<file path="src/rtl/hc595_pkg.sv">
// Shared types and default sizing for the 74HC595-chain receiver.
package hc595_pkg;

    localparam int DEFAULT_NUM_BYTES   = 6;
    localparam int DEFAULT_SYNC_STAGES = 2;

    typedef enum logic [1:0] {
        IDLE  = 2'd0,
        SHIFT = 2'd1,
        FULL  = 2'd2
    } state_e;

endpackage

</file>
<file path="src/rtl/hc595_sync_edge.sv">
// Multi-flop synchronizer plus rising-edge detector for one asynchronous pin.
module hc595_sync_edge #(
    parameter int SYNC_STAGES = 2
) (
    input  logic clk_i,
    input  logic rst_ni,
    input  logic d_i,
    output logic sync_o,
    output logic rise_o
);

    logic [SYNC_STAGES-1:0] sync_q;
    logic [SYNC_STAGES-1:0] fill_q;
    logic                   prev_q;
    logic                   armed_q;

    // fill_q marks when the chain output holds a real post-reset sample; the
    // detector arms one cycle later so a pin already high never looks like an edge.
    always_ff @(posedge clk_i) begin
        if (!rst_ni) begin
            sync_q  <= '0;
            fill_q  <= '0;
            prev_q  <= 1'b0;
            armed_q <= 1'b0;
        end else begin
            sync_q  <= {sync_q[SYNC_STAGES-2:0], d_i};
            fill_q  <= {fill_q[SYNC_STAGES-2:0], 1'b1};
            prev_q  <= sync_q[SYNC_STAGES-1];
            armed_q <= fill_q[SYNC_STAGES-1];
        end
    end

    assign sync_o = sync_q[SYNC_STAGES-1];
    assign rise_o = armed_q & sync_q[SYNC_STAGES-1] & ~prev_q;

endmodule

</file>
<file path="src/rtl/hc595_chain_rx.sv">
// Receiver emulating a cascade of 74HC595 shift/storage registers on a single clock.
// Optional macro HC595_RX_FRAME_CHECK_EN rejects latches that do not follow exactly W bits.
module hc595_chain_rx
    import hc595_pkg::*;
#(
    parameter int NUM_BYTES   = DEFAULT_NUM_BYTES,
    parameter int SYNC_STAGES = DEFAULT_SYNC_STAGES
) (
    input  logic                               s_clk,
    input  logic                               s_reset,
    input  logic                               data_in,
    input  logic                               data_clock,
    input  logic                               latch_in,
    output logic [8*NUM_BYTES-1:0]             data_out,
    output logic                               data_valid,
    output logic                               frame_err,
    output logic [$clog2(8*NUM_BYTES+1)-1:0]   bit_count
);

    localparam int W  = 8 * NUM_BYTES;
    localparam int CW = $clog2(W + 1);
    localparam logic [CW-1:0] CNT_FULL = CW'(W);
    localparam logic [CW-1:0] CNT_ONE  = CW'(1);

    logic din_s, din_rise_unused;
    logic dclk_sync_unused, dclk_rise;
    logic latch_sync_unused, latch_rise;

    hc595_sync_edge #(.SYNC_STAGES(SYNC_STAGES)) u_sync_din (
        .clk_i(s_clk), .rst_ni(s_reset), .d_i(data_in),
        .sync_o(din_s), .rise_o(din_rise_unused)
    );
    hc595_sync_edge #(.SYNC_STAGES(SYNC_STAGES)) u_sync_dclk (
        .clk_i(s_clk), .rst_ni(s_reset), .d_i(data_clock),
        .sync_o(dclk_sync_unused), .rise_o(dclk_rise)
    );
    hc595_sync_edge #(.SYNC_STAGES(SYNC_STAGES)) u_sync_latch (
        .clk_i(s_clk), .rst_ni(s_reset), .d_i(latch_in),
        .sync_o(latch_sync_unused), .rise_o(latch_rise)
    );

    state_e          state_q, state_d;
    logic [CW-1:0]   cnt_q, cnt_d;
    logic [W-1:0]    shreg_q, shreg_d;
    logic [W-1:0]    dout_q, dout_d;
    logic            valid_q, valid_d;
`ifdef HC595_RX_FRAME_CHECK_EN
    logic            err_q, err_d;
    logic            ovf_q, ovf_d;
`endif

    always_ff @(posedge s_clk) begin
        if (!s_reset) begin
            state_q <= IDLE;
            cnt_q   <= '0;
            shreg_q <= '0;
            dout_q  <= '0;
            valid_q <= 1'b0;
`ifdef HC595_RX_FRAME_CHECK_EN
            err_q   <= 1'b0;
            ovf_q   <= 1'b0;
`endif
        end else begin
            state_q <= state_d;
            cnt_q   <= cnt_d;
            shreg_q <= shreg_d;
            dout_q  <= dout_d;
            valid_q <= valid_d;
`ifdef HC595_RX_FRAME_CHECK_EN
            err_q   <= err_d;
            ovf_q   <= ovf_d;
`endif
        end
    end

    always_comb begin
        state_d = state_q;
        cnt_d   = cnt_q;
        shreg_d = shreg_q;
        dout_d  = dout_q;
        valid_d = 1'b0;
`ifdef HC595_RX_FRAME_CHECK_EN
        err_d   = 1'b0;
        ovf_d   = ovf_q;
`endif

        // Latch sees the pre-shift register, so a coincident shift lands in the next frame.
        if (latch_rise) begin
`ifdef HC595_RX_FRAME_CHECK_EN
            if (cnt_q == CNT_FULL && !ovf_q) begin
                dout_d  = shreg_q;
                valid_d = 1'b1;
            end else begin
                err_d   = 1'b1;
            end
            ovf_d   = 1'b0;
`else
            dout_d  = shreg_q;
            valid_d = 1'b1;
`endif
            state_d = IDLE;
            cnt_d   = '0;
        end

        if (dclk_rise) begin
            shreg_d = {shreg_q[W-2:0], din_s};
            if (latch_rise) begin
                state_d = SHIFT;
                cnt_d   = CNT_ONE;
            end else begin
                case (state_q)
                    IDLE: begin
                        state_d = SHIFT;
                        cnt_d   = CNT_ONE;
                    end
                    SHIFT: begin
                        cnt_d = cnt_q + CNT_ONE;
                        if (cnt_d == CNT_FULL) state_d = FULL;
                    end
                    FULL: begin
`ifdef HC595_RX_FRAME_CHECK_EN
                        ovf_d = 1'b1;
`endif
                    end
                    default: begin
                        state_d = IDLE;
                        cnt_d   = '0;
                    end
                endcase
            end
        end
    end

    assign data_out   = dout_q;
    assign data_valid = valid_q;
    assign bit_count  = cnt_q;
`ifdef HC595_RX_FRAME_CHECK_EN
    assign frame_err  = err_q;
`else
    assign frame_err  = 1'b0;
`endif

endmodule

</file>
<file path="config.mk">
export PLATFORM = sky130hd
export DESIGN_NAME = hc595_chain_rx
export DESIGN_NICKNAME = d
export VERILOG_FILES = /design/src/rtl/hc595_pkg.sv /design/src/rtl/hc595_sync_edge.sv /design/src/rtl/hc595_chain_rx.sv
export SDC_FILE = /design/constraint.sdc
export NUM_CORES = 1
export LEC_CHECK = 0
export ABC_CLOCK_PERIOD_IN_PS = 3670
export BUFFER_PORTS_ARGS = -buffer_cell sky130_fd_sc_hd__buf_2
export CORE_ASPECT_RATIO = 1.5
export CORE_MARGIN = 10
export CORE_UTILIZATION = 59
export DETAILED_ROUTE_END_ITERATION = 7
export PLACE_DENSITY = 0.91
export SLEW_MARGIN = 20
export SYNTH_ARGS = -nofsm -noshare
export SYNTH_HDL_FRONTEND = slang
export SYNTH_HIERARCHICAL = 1
export SYNTH_SLANG_ARGS = --single-unit
</file>
<file path="constraint.sdc">
create_clock -name s_clk -period 3.67 [get_ports s_clk]
set_input_delay 0.1835 -clock s_clk [delete_from_list [all_inputs] [get_ports s_clk]]
set_output_delay 0.1835 -clock s_clk [all_outputs]
set_load 0.005 [all_outputs]
</file>
==> results_dict.tcl, run 1 <==
set metrics [dict create \
    crit_path_start_kind "register" \
    finalClockSkew_ns 0.00499 \
    port_buffers 59 \
    fp-row-count 38 \
    grt_pass1_wl_mm 13.8 \
    crit_type "register to register" \
    synth.avg_cell_area_um2 11.2 \
    numCtsBuffers 17 \
    fp.dieArea_mm2 0.0115 \
    fin_setup_tns_ns 0 \
    syn_area_mm2 0.00447 \
    ant_nets 0 \
    maxSlewViolCount 0 \
    clockBufferDepth 2 \
    setup_viol 0 \
    drtIter0Drc 115 \
    fp.dieW_um 91.1 \
    crit_chain "and3b_2 -> buf_4 -> mux2i_1 -> nor2b_1" \
    num_vias 2856 \
    wl_met3_um 460 \
    vdd_drop_max_mv 0.453 \
    layout-drive-gt1-share_pct 19.4 \
    slowest_stage "and3b_2" \
    place.gp.congestion 0.763 \
    antenna_found_initial 0 \
    io_pins 61 \
    cts.sinks 119 \
    register_area_mm2 0.00238 \
    synthCells 399 \
    p_int_mw 2.20 \
    grt_overflow 0 \
    synth_fp_nets 405 \
    clock_latency_ns 0.51 \
    power.leakage_nw 1.90 \
    r2r_slack_ns 1.65 \
    top_layer_used "met4" \
    drt_wl_total_mm 8.19 \
    drc 0 \
    cp.buffers_inverters 1 \
    nets 463 \
    post-route-min-period_ns 2.02 \
    wl_met1_mm 3.52 \
    dp_slack_ns 1.66 \
    n_antenna_cell 0 \
    cts_setup_buffers 0 \
    core-area_mm2 0.00732 \
    drv_cap 0 \
    synth_warnings 6 \
    wl_met2_mm 4.10 \
    power_frac_seq_pct 47.5 \
    grt_usage_pct 14.6 \
    grt_max_degree 77 \
    multi_input_area_mm2 0.00195 \
    whs_path_depth 2 \
    netSwitchingFraction_pct 19.7 \
    reg2regPathDepth 4 \
    hp-class "input port to register" \
    cp.required_ns 4.07 \
    hold_viol_final 0 \
    max_freq_mhz 494 \
    cp_max_fo 30 \
    max_slew_margin_pct 49.5 \
    setup_ws_ns 1.65 \
    start_util_pct 61.1 \
    max_slew.worst_pin.slew_ns 0.758 \
    cts_root_buf "clkbuf_8" \
    viasPerCell 5.02 \
    hpwl_mm 5.26 \
    combPwrFrac_pct 1.8 \
    clkPwrFrac_pct 50.6 \
    cts_tree "built" \
    htreeDepth 4 \
    outcome "completed" \
    wl_per_cell_um 14.4 \
    critPathMaxStageDelay_ns 0.73 \
    arrival_ns 2.42 \
    crit_path_end_kind "register" \
    die_h_um 127 \
    path_delay_family "simple AND/OR/NAND/NOR gates" \
    powerDensity_mw_per_mm2 516 \
    clk_pin_slew_ns 0.05 \
    net-switching-power_mw 0.541 \
    rsz0062_at_grt "no" \
    path_depth 4 \
    fin_crit_sh_pct 55.1 \
    grt_pass1_vias 2978 \
    dr.pass1.iters 4 \
    syn2layout_area_growth_pct 18.8 \
    n_fill_cell 547 \
]
[power by group through the flow]
| stage | Clock [mW] | Sequential, mW | Combinational (mW) |
|---|---|---|---|
| after floorplan | 0 | 1.33 | 0.0405 |
| after global placement | 0 | 1.33 | 0.0464 |
| after detailed placement | 0 | 1.33 | 0.0472 |
| after CTS | 1.41 | 1.30 | 0.0498 |
| after global routing | 1.48 | 1.30 | 0.0538 |
| final | 1.39 | 1.30 | 0.0498 |
[layout make-up]
type / instances / share of cell area, %
multi-input combinational: 253 / 36.7
tap: 100 / 2.36
sequential: 119 / 44.8
clock inverter: 4 / 0.377
inverter: 1 / 0.0707
timing repair buffer: 65 / 6.55
clock buffer: 27 / 9.07
[worst paths after layout]
kind,startpoint,to
worst min-delay path,s_reset,state_q[0]$_SDFF_PN0_
worst max register to register,u_sync_latch/prev_q$_SDFF_PN0_,data_out[13]$_SDFFE_PN0P_
worst max-delay path,u_sync_latch/prev_q$_SDFF_PN0_,data_out[13]$_SDFFE_PN0P_
worst min register to register,u_sync_latch/sync_q[0]$_SDFF_PN0_,u_sync_latch/sync_q[1]$_SDFF_PN0_
[flip-flops by register name (all words and copies together) (netlist names)]
| signal | count |
|---|---|
| u_sync_latch/armed_q | 1 |
| u_sync_dclk/prev_q | 1 |
| u_sync_dclk/armed_q | 1 |
| u_sync_din/sync_q | 2 |
| u_sync_latch/prev_q | 1 |
| state_q | 2 |
| u_sync_latch/fill_q | 2 |
| bit_count | 6 |
| shreg_q | 48 |
| u_sync_latch/sync_q | 2 |
| u_sync_dclk/fill_q | 2 |
| u_sync_dclk/sync_q | 2 |
| data_valid | 1 |
| data_out | 48 |
[cells in the final DEF (no fill, tap or decap), types with 2 or more instances in the layout]
cell type      count
a22oi_1            2
and2_1            13
buf_2             59
buf_4              3
clkbuf_1           7
clkbuf_16         16
clkbuf_8           4
clkinv_2           4
dfxtp_1          119
dlygate4sd3_1      3
mux2i_1           97
nand2_1            6
nand2b_1           3
nand3_1            5
nand4b_1           2
nor2_1             4
nor2b_1           99
o21ai_0            3
[through the flow]
stage | cell area, um^2 | hold slack, ns | utilization [%] | power, mW | cells
4_1_cts | 5310 | 0.146 | 72.6 | 2.77 | 569
2_1_floorplan | 4470 | 0.211 | - | 1.37 | 399
6_report | 5310 | 0.166 | 72.6 | 2.74 | 569
5_1_grt | 5310 | 0.184 | 72.6 | 2.84 | 569
3_3_place_gp | 4780 | 0.393 | 65.3 | 1.38 | 535
3_5_place_dp | 4780 | 0.398 | 65.3 | 1.38 | 535
[routing by layer]
| metal | up-vias | global-route usage [%] |
|---|---|---|
| met3 | 10 | 6.97 |
| met1 | 1330 | 15.5 |
| met5 | - | 0 |
| met4 | 0 | 6.11 |
| met2 | 63 | 24.3 |
| li1 | 1453 | - |
[what timing repair did]
action | 4_1_cts | 5_1_grt
gates resized for setup | 0 | 0
hold buffers | 3 | 0
hold endpoints to repair | 3 | 0
No activity file was read; power rests on OpenSTA's default activity.
==> run 2: changes to the inputs <==
--- a/config.mk
+++ b/config.mk
@@ -5,13 +5,13 @@
 export SDC_FILE = /design/constraint.sdc
 export NUM_CORES = 1
 export LEC_CHECK = 0
-export ABC_CLOCK_PERIOD_IN_PS = 3670
+export ABC_CLOCK_PERIOD_IN_PS = 1700
 export BUFFER_PORTS_ARGS = -buffer_cell sky130_fd_sc_hd__buf_2
 export CORE_ASPECT_RATIO = 1.5
 export CORE_MARGIN = 10
-export CORE_UTILIZATION = 59
+export CORE_UTILIZATION = 51
 export DETAILED_ROUTE_END_ITERATION = 7
-export PLACE_DENSITY = 0.91
+export PLACE_DENSITY = 0.85
 export SLEW_MARGIN = 20
 export SYNTH_ARGS = -nofsm -noshare
 export SYNTH_HDL_FRONTEND = slang
==> constraint.sdc (replaced) <==
create_clock -name s_clk -period 1.7 [get_ports s_clk]
set_input_delay 0.085 -clock s_clk [delete_from_list [all_inputs] [get_ports s_clk]]
set_output_delay 0.085 -clock s_clk [all_outputs]
set_load 0.005 [all_outputs]
==> run 2 against run 1 <==
Compared with the run above:
- clock-buffer cell count is 6 lower
- first-iteration DRC count shrank 20%
- critical path depth stayed put
- wire length grew 2.0%
- register-to-register slack got worse by 1.4 ns
- largest power group unchanged
- worst setup slack worse by 1.4 ns
- critical endpoint is now state_q[0]$_SDFF_PN0_
- core utilization fell by 8.5 points
- clock skew rose by 0.00087 ns
- via count is 1.1% higher
==> results_dict.tcl, run 2 (same netlist as run 1, synthesis figures left out) <==
set metrics [dict create \
    cp_max_fo 7 \
    grt_overflow 0 \
    grt_pass1_wl_mm 13.9 \
    outcome "completed" \
    maxSlewViolCount 0 \
    n_fill_cell 681 \
    register_area_mm2 0.00238 \
    num_vias 2888 \
    crit_path_start_kind "register" \
    slowest_stage "dfxtp_1" \
    cts.sinks 119 \
    fin_setup_tns_ns 0 \
    htreeDepth 4 \
    power.total_mw 6.15 \
    antenna_found_initial 0 \
    grt_max_degree 103 \
    setup_viol 0 \
    multi_input_area_mm2 0.00195 \
    place.gp.congestion 0.806 \
    n_antenna_cell 0 \
    layout-drive-gt1-share_pct 20.8 \
    fp.dieArea_mm2 0.0130 \
    crit_path_end_kind "register" \
    hp-class "input port to register" \
    wl_per_cell_um 14.4 \
    whs_path_depth 2 \
    power.leakage_nw 1.95 \
    start_util_pct 52.8 \
    powerDensity_mw_per_mm2 1130 \
    io_pins 61 \
    crit_chain "ha_1 -> nand2_1 -> a211o_1 -> o211a_1" \
    cts_setup_buffers 0 \
    fp-row-count 41 \
    reg2regPathDepth 4 \
    crit_type "register to register" \
    dr.pass1.iters 4 \
    hpwl_mm 5.55 \
    drc 0 \
    clk_pin_slew_ns 0.05 \
    clock_latency_ns 0.41 \
    fin_crit_sh_pct 84.0 \
    syn2layout_area_growth_pct 21.3 \
    cts_tree "built" \
    vdd_drop_max_mv 0.870 \
    nets 465 \
    grt_pass1_vias 2949 \
    drt_wl_total_mm 8.35 \
    cp.required_ns 2.00 \
    grt_usage_pct 13.6 \
    fp.dieW_um 96.5 \
    clockBufferDepth 2 \
    hold_slack_ns 0.0539 \
    max_slew_margin_pct 64.1 \
    ant_nets 0 \
    drtIter0Drc 92 \
    post-route-min-period_ns 1.43 \
    die_h_um 135 \
    layout_common_cells "dfxtp_1 (119), nor2b_1 (99), mux2i_1 (97)" \
    critPathMaxStageDelay_ns 0.45 \
    hold_viol_final 0 \
    port_buffers 59 \
    stdcell_area_mm2 0.00543 \
    max_slew.worst_pin.slew_ns 0.537 \
    cts_root_buf "clkbuf_16" \
    numCtsBuffers 17 \
    drv_cap 0 \
    rsz0062_at_grt "no" \
    layout_commonest_cell "dfxtp_1" \
    placed_area_mm2 0.00485 \
    arrival_ns 1.73 \
    core-area_mm2 0.00846 \
    viasPerCell 5.00 \
    finalClockSkew_ns 0.00586 \
    max_freq_mhz 700 \
]
-- run 2: cell count changes in the layout (fill, tap and decap cells not counted), sizes merged --
cell | before | now
clkbuf | 27 | 21
clkinv | 4 | 7
buf | 62 | 64
clkinvlp | 0 | 2
bufinv | 0 | 1
-- run 2: final cells by class --
type                            instances  share of cell area, %
Inverter                                1                 0.0692
Timing Repair Buffer                   67                   7.61
Clock inverter                         10                   1.48
Tap cell                              107                   2.47
Multi-Input combinational cell        253                   36.0
Sequential cell                       119                   43.9
Clock buffer                           21                   8.49
-- run 2: final timing paths --
kind                                         from                         endpoint  slack [ns]
hold / removal                            s_reset            state_q[0]$_SDFF_PN0_        0.05
setup / recovery          bit_count[0]$_SDFF_PN0_            state_q[0]$_SDFF_PN0_        0.27
hold reg to reg   u_sync_din/sync_q[0]$_SDFF_PN0_  u_sync_din/sync_q[1]$_SDFF_PN0_        0.43
setup reg to reg          bit_count[0]$_SDFF_PN0_            state_q[0]$_SDFF_PN0_        0.27
-- run 2: critical path: cells and delay by family, from the launching register on --
| family | cells | cell delay, ns |
|---|---|---|
| flops | 1 | 0.45 |
| fa+ha+maj | 1 | 0.25 |
| compound gates | 2 | 0.51 |
| simple gates | 1 | 0.10 |
-- run 2: layer usage --
layer,track usage [%],vias to the layer above,routed length (um)
met5,0,-,0
met4,6.65,0,187
met3,6.10,15,504
met2,22.5,59,4260
met1,14.0,1359,3400
li1,-,1455,-
-- run 2: repair_timing --
item                      in CTS  in global routing
hold endpoints to repair       3                  0
hold buffers                   3                  0
resized for setup              0                  0
-- run 2: through the flow --
step / instances / utilization (%) / worst slack (ns)
after global routing: 578 / 64.1 / 0.182
after global placement: 544 / 57.4 / 0.355
after CTS: 578 / 64.1 / 0.278
after detailed placement: 544 / 57.4 / 0.284
final: 578 / 64.1 / 0.272
after floorplan: 399 / - / 0.354
-- run 2: power breakdown --
group	switching [mW]	total, mW	leakage, nW	internal (mW)
registers	0.00476	2.81	0.961	2.81
logic	0.0518	0.113	0.716	0.0614
clock network	1.17	3.22	0.268	2.05
total	1.22	6.15	1.95	4.92
==> run 3: changes to the inputs <==
--- a/config.mk
+++ b/config.mk
@@ -5,13 +5,14 @@
 export SDC_FILE = /design/constraint.sdc
 export NUM_CORES = 1
 export LEC_CHECK = 0
-export ABC_CLOCK_PERIOD_IN_PS = 1700
+export ABC_AREA = 1
+export ABC_CLOCK_PERIOD_IN_PS = 1200
 export BUFFER_PORTS_ARGS = -buffer_cell sky130_fd_sc_hd__buf_2
 export CORE_ASPECT_RATIO = 1.5
 export CORE_MARGIN = 10
-export CORE_UTILIZATION = 51
+export CORE_UTILIZATION = 50
 export DETAILED_ROUTE_END_ITERATION = 7
-export PLACE_DENSITY = 0.85
+export PLACE_DENSITY = 0.84
 export SLEW_MARGIN = 20
 export SYNTH_ARGS = -nofsm -noshare
 export SYNTH_HDL_FRONTEND = slang
==> constraint.sdc (replaced) <==
create_clock -name s_clk -period 1.2 [get_ports s_clk]
set_input_delay 0.06 -clock s_clk [delete_from_list [all_inputs] [get_ports s_clk]]
set_output_delay 0.06 -clock s_clk [all_outputs]
set_load 0.005 [all_outputs]
==> run 3 against run 2 <==
Compared with the run above:
- total power increased by 59%
- synthesized cell count increased by 24%
- critical path depth is 2 higher
- critical endpoint is now bit_count[2]$_SDFF_PN0_
- global-route usage rose by 3.1 points
- wire length increased by 31%
- sequential cell count unchanged
- clock power is 72% higher
- hold slack gained 0.32 ns
- area after synthesis shrank 8.4%
- the flow now finishes with violations (negative setup slack)
==> results_dict.tcl, run 3 <==
set metrics [dict create \
    outcome "finished with violations" \
    violations "negative setup slack" \
    crit_type "register to register" \
    drtIter0Drc 292 \
    post-route-min-period_ns 1.25 \
    layout_common_cells "dfxtp_1 (112), nand2_1 (59), buf_2 (58)" \
    layout-drive-gt1-share_pct 28.4 \
    setup_ws_ns -0.0501 \
    rsz0062_at_grt "yes" \
    r2r_slack_ns -0.05 \
    dpl.cell_count 639 \
    cts_tree "built" \
    stdcell_area_mm2 0.00566 \
    start_util_pct 51.1 \
    placed_area_mm2 0.00457 \
    grtUsageMet1_pct 17.0 \
    drc 0 \
    power.total_mw 9.76 \
    cp_max_fo 6 \
    synth_fp_nets 499 \
    whs_endpoint "u_sync_dclk/sync_q[0]$_SDFF_PN0_" \
    cts.sinks 119 \
    die_h_um 131 \
    fin_setup_tns_ns -0.231 \
    num_vias 3652 \
    whs_path_depth 4 \
    fin_crit_sh_pct 104 \
    r2r-start "u_sync_dclk/sync_q[1]$_SDFF_PN0_" \
    finalClockSkew_ns 0.00424 \
    synth.avg_cell_area_um2 8.31 \
    wl_per_cell_um 15.9 \
    reg2regPathDepth 6 \
    hpwl_mm 5.87 \
    use_met3_pct 5.54 \
    cp-startpoint "u_sync_dclk/sync_q[1]$_SDFF_PN0_" \
    power.leakage_nw 2.46 \
    grt_pass1_wl_mm 16.2 \
    arrival_ns 1.58 \
    drt_wl_total_mm 10.9 \
    synthCells 493 \
    port_buffers 59 \
    setup_viol 13 \
    crit_path_start_kind "register" \
    htreeDepth 4 \
    antenna_found_initial 0 \
    max_freq_mhz 800 \
    grt_overflow 0 \
    cts_root_buf "clkbuf_16" \
    dp_slack_ns -0.0696 \
    hp-class "input port to register" \
    ant_nets 0 \
    r2r_end "bit_count[2]$_SDFF_PN0_" \
    grt_use_met2_pct 28.8 \
    viasPerCell 5.32 \
    post-route-util_pct 70.7 \
    vdd_drop_max_mv 1.39 \
    layout_commonest_cell "dfxtp_1" \
    syn2layout_area_growth_pct 38.2 \
    hold_slack_ns 0.369 \
    hold_start "data_clock" \
    nets 575 \
    crit_path_end_kind "register" \
    core-area_mm2 0.00801 \
    grt_pass1_vias 3428 \
    dr.pass1.iters 4 \
    maxSlewViolCount 0 \
    drv_cap 0 \
    numCtsBuffers 17 \
    place.gp.congestion 0.857 \
    final_cells 687 \
    powerDensity_mw_per_mm2 1730 \
    fp.dieArea_mm2 0.0123 \
    clk_pin_slew_ns 0.05 \
    fp-row-count 40 \
    hold_viol_final 0 \
    syn_area_mm2 0.00410 \
    n_antenna_cell 0 \
    cp.required_ns 1.53 \
    clockBufferDepth 2 \
    io_pins 61 \
    synth_warnings 6 \
    grt_busiest_layer "met2" \
    grt_usage_pct 16.7 \
    clock_latency_ns 0.41 \
    fp.dieW_um 93.9 \
    grt_max_degree 58 \
]
run 3: cell types whose count changed in the layout (fill, tap and decap cells not counted), sizes merged, moves of 4 or more:
cell    change
clkbuf      +7
nor2b      -99
a21oi      +40
and2       -13
o21ai      +78
inv        +54
buf        +14
nor2       +32
nand2      +60
mux2i      -97
clkinv      -4
nand3      +49
run 3: worst max-delay path by stage:
stage	endpoint	cells past startpoint
after global placement	bit_count[0]$_SDFF_PN0_	6
after floorplan	state_q[1]$_SDFF_PN0_	7
after CTS	state_q[0]$_SDFF_PN0_	8
after global routing	bit_count[2]$_SDFF_PN0_	6
after detailed placement	bit_count[0]$_SDFF_PN0_	6
final	bit_count[2]$_SDFF_PN0_	6
run 3: what timing repair did:
action,4_1_cts,5_1_grt
pin swaps,1,15
endpoints found under the hold margin,6,0
setup endpoints to repair,17,63
hold buffers,5,0
gates cloned,1,6
setup buffers,0,4
resized for setup,7,76
run 3: cell type report:
class | instances | area [um^2]
Sequential cell | 119 | 2390
Fill cell | 573 | 2350
Multi-Input combinational cell | 287 | 1500
Timing Repair Buffer | 89 | 757
Clock buffer | 22 | 494
Inverter | 55 | 213
Clock inverter | 10 | 165
Tap cell | 105 | 131
run 3: critical path, cell delays in order, from the launching register on:
cell and delay, ns:
dfxtp_2 0.33, nand2_2 0.06, nor2_4 0.17, inv_4 0.08
nor3_4 0.23, nand2_1 0.12, a211oi_2 0.18
run 3: power breakdown:
group | switching (mW) | internal [mW]
clock network | 1.79 | 3.76
registers | 0.0223 | 4.00
logic | 0.125 | 0.0765
total | 1.94 | 7.83
run 3: per-layer routing:
| metal | share of wire [%] | wire (um) |
|---|---|---|
| met1 | 38 | 4100 |
| met2 | 53 | 5760 |
| met3 | 5.7 | 627 |
| met4 | 3.9 | 430 |
| met5 | 0 | 0 |
